## src/rtl/alu_share_arb.sv

```systemverilog
// rtl/alu_share_arb.sv - round-robin arbiter sharing one combinational ALU between two requesters
module alu_share_arb #(
    parameter int WIDTH = 32,
    parameter int OPW   = 4,
    parameter int MAXOP = 9
) (
    input  logic             clk,
    input  logic             rst_n,
    input  logic             req0_valid,
    output logic             req0_ready,
    input  logic [OPW-1:0]   req0_op,
    input  logic [WIDTH-1:0] req0_a,
    input  logic [WIDTH-1:0] req0_b,
    input  logic             req1_valid,
    output logic             req1_ready,
    input  logic [OPW-1:0]   req1_op,
    input  logic [WIDTH-1:0] req1_a,
    input  logic [WIDTH-1:0] req1_b,
    output logic [OPW-1:0]   alu_op,
    output logic [WIDTH-1:0] alu_a,
    output logic [WIDTH-1:0] alu_b,
    input  logic [WIDTH-1:0] alu_out,
    input  logic             alu_zero,
    output logic             rsp0_valid,
    input  logic             rsp0_ready,
    output logic [WIDTH-1:0] rsp0_result,
    output logic             rsp0_zero,
    output logic             rsp0_err,
    output logic             rsp1_valid,
    input  logic             rsp1_ready,
    output logic [WIDTH-1:0] rsp1_result,
    output logic             rsp1_zero,
    output logic             rsp1_err
);

    localparam logic [OPW-1:0] OP_ADD = OPW'(2);
    localparam logic [OPW-1:0] OP_MAX = OPW'(MAXOP);

    logic           last_grant;
    logic           elig0, elig1;
    logic           grant0, grant1;
    logic [OPW-1:0] sel_op;
    logic           illegal;

    // A slot is free when empty or being drained this cycle, so pop and refill can overlap.
    assign elig0 = req0_valid & (~rsp0_valid | rsp0_ready);
    assign elig1 = req1_valid & (~rsp1_valid | rsp1_ready);

    assign grant0 = elig0 & (~elig1 | last_grant);
    assign grant1 = elig1 & (~elig0 | ~last_grant);

    assign req0_ready = grant0;
    assign req1_ready = grant1;

    assign sel_op  = grant1 ? req1_op : req0_op;
    assign illegal = (grant0 | grant1) & (sel_op > OP_MAX);

    // The ALU has no default case, so idle and illegal cycles present a harmless add 0,0.
    always_comb begin
        alu_op = OP_ADD;
        alu_a  = '0;
        alu_b  = '0;
        if (grant0 && !illegal) begin
            alu_op = req0_op;
            alu_a  = req0_a;
            alu_b  = req0_b;
        end else if (grant1 && !illegal) begin
            alu_op = req1_op;
            alu_a  = req1_a;
            alu_b  = req1_b;
        end
    end

    always_ff @(posedge clk or negedge rst_n) begin
        if (!rst_n) begin
            last_grant <= 1'b1;
        end else if (grant0) begin
            last_grant <= 1'b0;
        end else if (grant1) begin
            last_grant <= 1'b1;
        end
    end

    always_ff @(posedge clk or negedge rst_n) begin
        if (!rst_n) begin
            rsp0_valid  <= 1'b0;
            rsp0_result <= '0;
            rsp0_zero   <= 1'b0;
            rsp0_err    <= 1'b0;
        end else if (grant0) begin
            rsp0_valid  <= 1'b1;
            rsp0_result <= illegal ? '0 : alu_out;
            rsp0_zero   <= illegal ? 1'b1 : alu_zero;
            rsp0_err    <= illegal;
        end else if (rsp0_valid && rsp0_ready) begin
            rsp0_valid  <= 1'b0;
        end
    end

    always_ff @(posedge clk or negedge rst_n) begin
        if (!rst_n) begin
            rsp1_valid  <= 1'b0;
            rsp1_result <= '0;
            rsp1_zero   <= 1'b0;
            rsp1_err    <= 1'b0;
        end else if (grant1) begin
            rsp1_valid  <= 1'b1;
            rsp1_result <= illegal ? '0 : alu_out;
            rsp1_zero   <= illegal ? 1'b1 : alu_zero;
            rsp1_err    <= illegal;
        end else if (rsp1_valid && rsp1_ready) begin
            rsp1_valid  <= 1'b0;
        end
    end

endmodule

```

## config.mk

```make
export PLATFORM = sky130hd
export DESIGN_NAME = alu_share_arb
export DESIGN_NICKNAME = d
export VERILOG_FILES = /design/src/rtl/alu_share_arb.sv
export SDC_FILE = /design/constraint.sdc
export NUM_CORES = 1
export LEC_CHECK = 0
export CELL_PAD_IN_SITES_DETAIL_PLACEMENT = 0
export CELL_PAD_IN_SITES_GLOBAL_PLACEMENT = 1
export CORE_MARGIN = 8
export CORE_UTILIZATION = 23
export DETAILED_ROUTE_END_ITERATION = 12
export GPL_ROUTABILITY_DRIVEN = 0
export GPL_TIMING_DRIVEN = 0
export HOLD_SLACK_MARGIN = 0.12
export PLACE_DENSITY = 0.87
export RECOVER_POWER = 50
export SYNTH_ARGS = -nofsm -noshare
export SYNTH_HDL_FRONTEND = slang
export SYNTH_SLANG_ARGS = --single-unit
export TNS_END_PERCENT = 20
```

## constraint.sdc

```tcl
create_clock -name clk -period 1.8 [get_ports clk]
set_input_delay 0.18 -clock clk [delete_from_list [all_inputs] [get_ports clk]]
set_output_delay 0.18 -clock clk [all_outputs]
set_load 0.005 [all_outputs]
```

Word level (Yosys, flattened, before mapping). Cells that the tools add are included.

$lt $le $gt $ge: 1. Mux-type cells: 15. Bitwise logic cells: 15. Reduce and logical (&&, ||, !) cells: 8.

Operators by type and width (count): $mux W32 (5); $mux W4 (3); $mux W1 (7); $reduce_bool A2 Y1 (3); $and A1 B1 Y1 (5); $not A1 Y1 (5); $or A1 B1 Y1 (5); $gt A4 B4 Y1 const B (1); $logic_and A1 B1 Y1 (4); $logic_not A1 Y1 (1).

Register bits after elaboration: 71. Input bits: 175. Output and inout bits: 140. Logic and storage cells: 48.

Longest topological paths before layout. Gate-level depths: netlist of the first run.

Depth after elaboration: 13. Mapped depth: 5. Gate-level depth less buffers: 4.

Worst setup path before layout of the first run. Ideal clock, no wire load.

Path type: reg-to-output. From: reg last_grant. To: out alu_a[23]. Arrival time: 1.336 ns. Data required time: 1.620 ns. Path slack: 0.284 ns. Stages on the path, launching flop included: 6. Buffers on the path: 2. Cells stage by stage: dfstp_2 nand2_1 o2111a_1 buf_6 buf_6 a22o_1.

Cells in the longest elaborated chain, start to end: 10. Elaborated cells on any way between the ends: 14. Classes of those cells: 1 x order compare; 3 x mux; 7 x bitwise; 3 x reduce/logical.

RTL lines: from (decl) (line 39) `logic last_grant;`; from (signal assigned) (line 76) `last_grant <= 1'b1;`; from (signal assigned) (line 78) `last_grant <= 1'b0;`; from (signal assigned) (line 80) `last_grant <= 1'b1;`; $not A1 Y1 (line 50) `assign grant1 = elig1 & (~elig0 | ~last_grant);`; $or A1 B1 Y1 (line 50); $and A1 B1 Y1 (line 50); $mux W4 (line 55) `assign sel_op = grant1 ? req1_op : req0_op;`; $gt A4 B4 Y1 (line 56) `assign illegal = (grant0 | grant1) & (sel_op > OP_MAX);`; $and A1 B1 Y1 (line 56); $logic_not A1 Y1 (line 63, 67); $logic_and A1 B1 Y1 (line 67) `end else if (grant1 && !illegal) begin`; $mux W32 (line 67); $mux W32 * (line 63) `if (grant0 && !illegal) begin`; to (decl) (line 20) `output logic [WIDTH-1:0] alu_a,`.

Mark *: on every way between the ends. The rest lies on a longest branch, timed or not.

Worst setup path after layout of the first run.
From: reg last_grant. To: out alu_a[4].

Same word-level chain as after synthesis.

==> impl_metrics.csv, run 1 <==
group,metric,value,unit
synth,ys_ff_latch,71,
cts,clk_pin_slew,50,ps
cts,root_buffer,"clkbuf_16",
die,initial_core_util,0.235,
grt,grt_pass1_vias,4407,
grt,grt_max_degree,52,
die,die_h,146,µm
cts,cts_buffers,9,
cells_and_area,drive_gt1_frac,0.197,
timing,maxSlewViolCount,0,
power_and_ir_drop,p_leak,3.79,nW
cts,htreeDepth,3,
grt,grt_pass1_wl,29100,µm
run,cap_violations,0,
cts,cts_tree,"built",
synth,yosys_most_used_dff,"dfrtp_1",
timing,rsz0062_at_grt,"yes",
die,die_w,146,µm
synth,synth-seq-area-share,0.458,
timing,relSlewSlack,0.220,
cts,cts_buffer_depth,2,
timing,finalHoldViolCount,0,
power_and_ir_drop,max-vdd-ir-drop,0.640,mV
synth,synth-edff-count,0,
setup_path,cp-end-kind,"output port",
die,die_area,21300,µm²
setup_path,arrival,1970,ps
placement,hpwlAfterDp,15700,µm
drt,vias,4196,
timing,setup_ws,-353,ps
placement,port_buffers,314,
setup_path,start_kind,"register",
setup_path,critPathMaxFanout,6,
placement,postPlaceCellArea,7330,µm²
drt,remaining_drc_errors,0,
worst_hold_path,worstHoldStart,"req1_valid",
setup_path,criticalPathCategory,"reg -> out",
outcome,violations,"negative setup slack",
timing,tightestPinTransition,1170,ps
die,num_io_pins,315,
die,rows,47,
power_and_ir_drop,pwr_density_cell,901,nW/µm²
synth,synth_fp_nets,565,
drt,dr.pass1.iters,4,
grt,grt_usage,0.179,
cells_and_area,nets,915,
timing,post-route-period-util,1.20,
synth,synthesis.area,3880,µm²
drt,drtAntennaViolNets,0,
cells_and_area,syn_to_final_growth,98.6,%
cts,clock_latency,330,ps
drt,routedWlPerCell,20.7,µm
timing,fin_skew,4.65,ps
cells_and_area,final_core_util,0.467,
synth,synth_warnings,0,
worst_hold_path,hold_path.class,"in -> reg",
power_and_ir_drop,p_total,6.96,mW
outcome,status,"complete, but fails checks",
drt,vias_per_cell,4.34,
synth,async_flop_share,1.00,
grt,grt_remaining_overflow,0,
timing,setup_viol,70,
synth,ys_types,25,
synth,synthCells,390,
setup_path,crit_required,1620,ps
grt,antenna_found_initial,1,
drt,drt-initial-drc-count,92,
placement,dp_slack,-1000,ps
cells_and_area,design_area,7720,µm²
drt,routed_wl,20000,µm
cts,cts.sinks,71,
synth,syn_avg_cell_area,9.96,µm²
timing,period_needed,2150,ps
timing,fmax,464,MHz
die,core-area,16500,µm²
setup_path,critPathLaunch,"last_grant$_DFFE_PN1P_",
setup_path,rr_startpoint,"last_grant$_DFFE_PN1P_",
-- power by group --
part	switching, mW	total, mW	leakage (nW)	internal [mW]
registers	0.223	2.22	0.885	2.00
logic	1.13	2.89	2.75	1.77
clock network	0.686	1.84	0.153	1.15
total	2.03	6.96	3.79	4.92
-- state kept, by name (all words and copies together) (netlist names) --
signal	flops
rsp0_result	32
rsp1_valid	1
rsp1_result	32
rsp0_valid	1
rsp1_zero	1
rsp1_err	1
last_grant	1
rsp0_zero	1
rsp0_err	1
-- area by class of cell --
class                           count  area (µm²)
Clock inverter                      4        52.6
Clock buffer                       12         256
Antenna cell                        1        2.50
Buffer                             25         245
Sequential cell                    71        1780
Tap cell                          220         275
Timing Repair Buffer              341        3100
Fill cell                        1600        8810
Multi-Input combinational cell    221        1740
Inverter                           71         269
-- cell usage after synthesis (2+ instances only) --
| master | instances | area, µm² |
|---|---|---|
| dfrtp_1 | 70 | 1750 |
| inv_1 | 69 | 259 |
| nand2_1 | 67 | 251 |
| a22o_1 | 66 | 578 |
| mux2i_1 | 66 | 661 |
| buf_2 | 8 | 40.0 |
| buf_4 | 8 | 60.1 |
| clkbuf_1 | 6 | 22.5 |
| buf_6 | 5 | 56.3 |
| nand2b_1 | 4 | 25.0 |
| inv_2 | 2 | 7.51 |
| mux2_1 | 2 | 22.5 |
| nor2_1 | 2 | 7.51 |
| nor2b_1 | 2 | 12.5 |
| o21a_1 | 2 | 15.0 |
| o21ai_2 | 2 | 17.5 |
-- per-stage QoR --
step | TNS [ps] | hold WS [ps] | std cells
2_1_floorplan | 0 | -116 | 390
3_3_place_gp | -217710 | 475 | 924
3_5_place_dp | -64290 | 93.6 | 925
4_1_cts | -22210 | 276 | 959
5_1_grt | -26900 | 268 | 966
6_report | -19410 | 255 | 966
-- cells by family after synthesis --
kind of cell / after synthesis / synth area share
mux: 68 / 0.176
compound gates: 78 / 0.176
flops: 71 / 0.458
buf+inv: 98 / 0.115
simple gates: 75 / 0.0763
-- what timing repair did --
action	CTS	global route
hold buffers	1	0
resized for setup	246	71
pin swaps	9	37
setup endpoints to repair	70	71
buffers inserted	16	8
hold endpoints to repair	70	0
gates cloned	2	1
-- routing by layer --
| metal | vias to the layer above | routed length (µm) | GRT usage |
|---|---|---|---|
| met4 | 0 | 469 | 0.0547 |
| met3 | 22 | 1490 | 0.0547 |
| met2 | 181 | 10600 | 0.332 |
| met5 | - | 0 | 0 |
| li1 | 2017 | - | - |
| met1 | 1976 | 7400 | 0.190 |
-- worst max-delay path, stage by stage (launching register included) --
cell      delay [ps]
dfstp_2          550
nand2_2           60
o2111a_2         340
buf_6            140
buf_6            120
buf_6            120
a22o_1           200
buf_2            130
-- placed cells by master, fill, tap and decap left out, types with 2 or more instances in the layout --
cell,count
nand2_1,66
buf_12,3
nand2b_4,2
clkbuf_16,10
dlygate4sd2_1,2
o21a_1,2
a22o_4,2
clkbuf_1,7
nor2_1,2
clkbuf_2,21
buf_6,19
mux2i_1,66
buf_2,47
dfrtp_1,70
o2111a_2,2
o21ai_4,2
buf_4,17
inv_1,69
mux2_1,2
clkbuf_8,2
buf_8,7
nand2b_1,2
clkdlybuf4s50_1,241
a22o_1,64
-- path summary, 6_finish.rpt --
| check | to | slack (ps) | cells past startpoint |
|---|---|---|---|
| max | alu_a[4] | -350 | 7 |
| min | last_grant$_DFFE_PN1P_ | 260 | 3 |
| max reg2reg | rsp1_result[5]$_DFFE_PN0P_ | 10 | 5 |
| min reg2reg | rsp0_err$_DFFE_PN0P_ | 490 | 1 |
| max in group asynchronous | last_grant$_DFFE_PN1P_ | 190 | 3 |
| min in group asynchronous | rsp0_result[25]$_DFFE_PN0P_ | 610 | 2 |
Note: power is estimated with default switching activity, not from simulation.
==> inputs of run 2 (changes only) <==
- CAP_MARGIN: default -> 20
==> results of run 2 <==
Final layout, timing and power as in run 1 (identical DEF).
==> inputs of run 3 (changes only) <==
--- a/config.mk
+++ b/config.mk
@@ -11,4 +11,6 @@
 export CORE_MARGIN = 8
-export CORE_UTILIZATION = 23
+export CORE_UTILIZATION = 32
+export CTS_CLUSTER_SIZE = 24
 export DETAILED_ROUTE_END_ITERATION = 12
+export DONT_BUFFER_PORTS = 1
 export GPL_ROUTABILITY_DRIVEN = 0
@@ -16,3 +18,3 @@
 export HOLD_SLACK_MARGIN = 0.12
-export PLACE_DENSITY = 0.87
+export PLACE_DENSITY = 0.66
 export RECOVER_POWER = 50
==> constraint.sdc (replaced) <==
create_clock -name clk -period 1.8 [get_ports clk]
set_input_delay 0.36 -clock clk [delete_from_list [all_inputs] [get_ports clk]]
set_output_delay 0.36 -clock clk [all_outputs]
set_load 0.005 [all_outputs]
==> impl_metrics.csv, run 3 (synthesis results as in run 1) <==
group,metric,value,unit
outcome,status,"complete, but fails checks",
outcome,violations,"negative hold slack, negative setup slack",
setup_path,crit_path_frequent_cell,"buf_8",
power_and_ir_drop,p_leak,2.41,nW
placement,dp_cells,537,
power_and_ir_drop,max-vdd-ir-drop,0.687,mV
setup_path,cp-end-kind,"output port",
die,rows,40,
timing,maxSlewViolCount,0,
grt,grt_remaining_overflow,0,
power_and_ir_drop,p_clk_frac,0.337,
die,die_area,15900,µm²
placement,postPlaceCellArea,4070,µm²
cts,cts.sinks,71,
grt,grt_max_degree,72,
cells_and_area,drive_gt1_frac,0.152,
cells_and_area,syn_to_final_growth,19.2,%
cells_and_area,design_area,4630,µm²
cts,cts_tree,"built",
drt,drtAntennaViolNets,0,
drt,routed_wl,17200,µm
cts,root_buffer,"clkbuf_16",
power_and_ir_drop,p_sw_frac,0.306,
setup_path,arrival,1790,ps
setup_path,critical-path-top-delay-family,"flip-flops",
power_and_ir_drop,p_int,3.83,mW
die,num_io_pins,315,
power_and_ir_drop,pwr_density_cell,1190,nW/µm²
timing,finalHoldViolCount,71,
placement,hpwlAfterDp,14200,µm
drt,vias,3154,
setup_path,reg2reg_slack,100,ps
grt,grt_pass1_vias,3189,
setup_path,start_kind,"register",
die,core-area,11900,µm²
setup_path,crit_slowest_cell,"dfstp_2",
setup_path,critPathMaxFanout,7,
cells_and_area,final_cell_mix,"dfrtp_1 (70), inv_1 (69), nand2_1 (66), mux2i_1 (66), a22o_1 (60)",
cells_and_area,largestRegisters,"rsp0_result x32, rsp1_result x32",
power_and_ir_drop,p_total,5.52,mW
grt,grt_pass1_wl,23800,µm
timing,post-route-period-util,1.19,
placement,port_buffers,0,
grt,grt_usage,0.205,
drt,remaining_drc_errors,0,
cells_and_area,instances_no_fill,563,
drt,vias_per_cell,5.60,
die,initial_core_util,0.326,
setup_path,critPathBufInv,2,
run,cap_violations,0,
worst_hold_path,hold_path.class,"in -> async",
die,die_h,126,µm
timing,setup_viol,70,
power_and_ir_drop,seq_power_share,0.434,
cts,clock_latency,320,ps
timing,period_needed,2150,ps
cells_and_area,nets,586,
timing,tightestPinTransition,541,ps
cells_and_area,final_common_cell,"dfrtp_1",
drt,dr.pass1.iters,7,
timing,relSlewSlack,0.640,
drt,drt-initial-drc-count,152,
cts,hold_buffers,1,
setup_path,path_cells,"nand2_2 -> o2111a_2 -> buf_8 -> buf_8 -> a22o_4",
setup_path,criticalPathCategory,"reg -> out",
timing,holdWs,-275,ps
power_and_ir_drop,power_switching,1.69,mW
power_and_ir_drop,comb_power_share,0.229,
grt,antenna_found_initial,3,
cts,clk_pin_slew,60,ps
cts,htreeDepth,3,
timing,fin_skew,3.89,ps
die,die_w,126,µm
drt,routedWlPerCell,30.6,µm
cts,cts_buffers,9,
timing,fmax,466,MHz
setup_path,max_stage_delay,550,ps
cts,cts_buffer_depth,2,
setup_path,crit_required,1440,ps
timing,rsz0062_at_grt,"yes",
timing,setup_ws,-345,ps
==> run 3: layer usage <==
layer  part of all wire  track usage  wire length (µm)  vias up
met1               0.34        0.205              5870     1571
met4              0.019       0.0637               335        4
met2               0.52        0.365              8930      208
met3               0.12        0.101              2080       25
li1                   -            -                 -     1346
met5             0.0013            0                23        -
==> run 3: power by group through the flow <==
stage | Clock, mW | Sequential, mW | Combinational, mW
3_3_place_gp | 0 | 2.43 | 1.10
6_report | 1.86 | 2.39 | 1.26
3_5_place_dp | 0 | 2.43 | 1.15
4_1_cts | 1.90 | 2.42 | 1.27
2_1_floorplan | 0 | 2.27 | 0.914
5_1_grt | 1.95 | 2.45 | 1.38
==> run 3: path summary, 6_finish.rpt <==
kind | start | endpoint | depth (start not counted)
setup / recovery | last_grant$_DFFE_PN1P_ | alu_b[11] | 5
hold / removal | rst_n | rsp1_result[25]$_DFFE_PN0P_ | 0
setup reg to reg | last_grant$_DFFE_PN1P_ | rsp1_result[7]$_DFFE_PN0P_ | 6
hold reg to reg | rsp0_result[29]$_DFFE_PN0P_ | rsp0_result[29]$_DFFE_PN0P_ | 2
max in group asynchronous | rst_n | last_grant$_DFFE_PN1P_ | 0
min in group clk | alu_out[17] | rsp1_result[17]$_DFFE_PN0P_ | 2
==> run 3: cell type report <==
cell class,instances,area [µm²]
repair buffers,10,98.8
clock inverters,2,37.5
clock buffers,13,280
well taps,147,184
fillers,1163,7280
multi-input cells,221,1740
diodes,1,2.50
inverters,71,269
flip-flops and latches,71,1780
plain buffers,27,243
==> run 3: through the flow <==
stage | util | worst slack (ps) | setup TNS [ps]
2_1_floorplan | - | 104 | 0
6_report | 0.389 | -345 | -20910
3_5_place_dp | 0.342 | -295 | -10440
3_3_place_gp | 0.342 | -278 | -10160
4_1_cts | 0.387 | -369 | -22650
5_1_grt | 0.389 | -387 | -24140
==> run 3: timing repair <==
item / 4_1_cts / 5_1_grt
resized for setup: 29 / 5
endpoints found under the hold margin: 72 / 71
endpoints found under the setup margin: 70 / 70
buffers inserted: 6 / 0
gates cloned: 3 / 0
pin swaps: 17 / 27
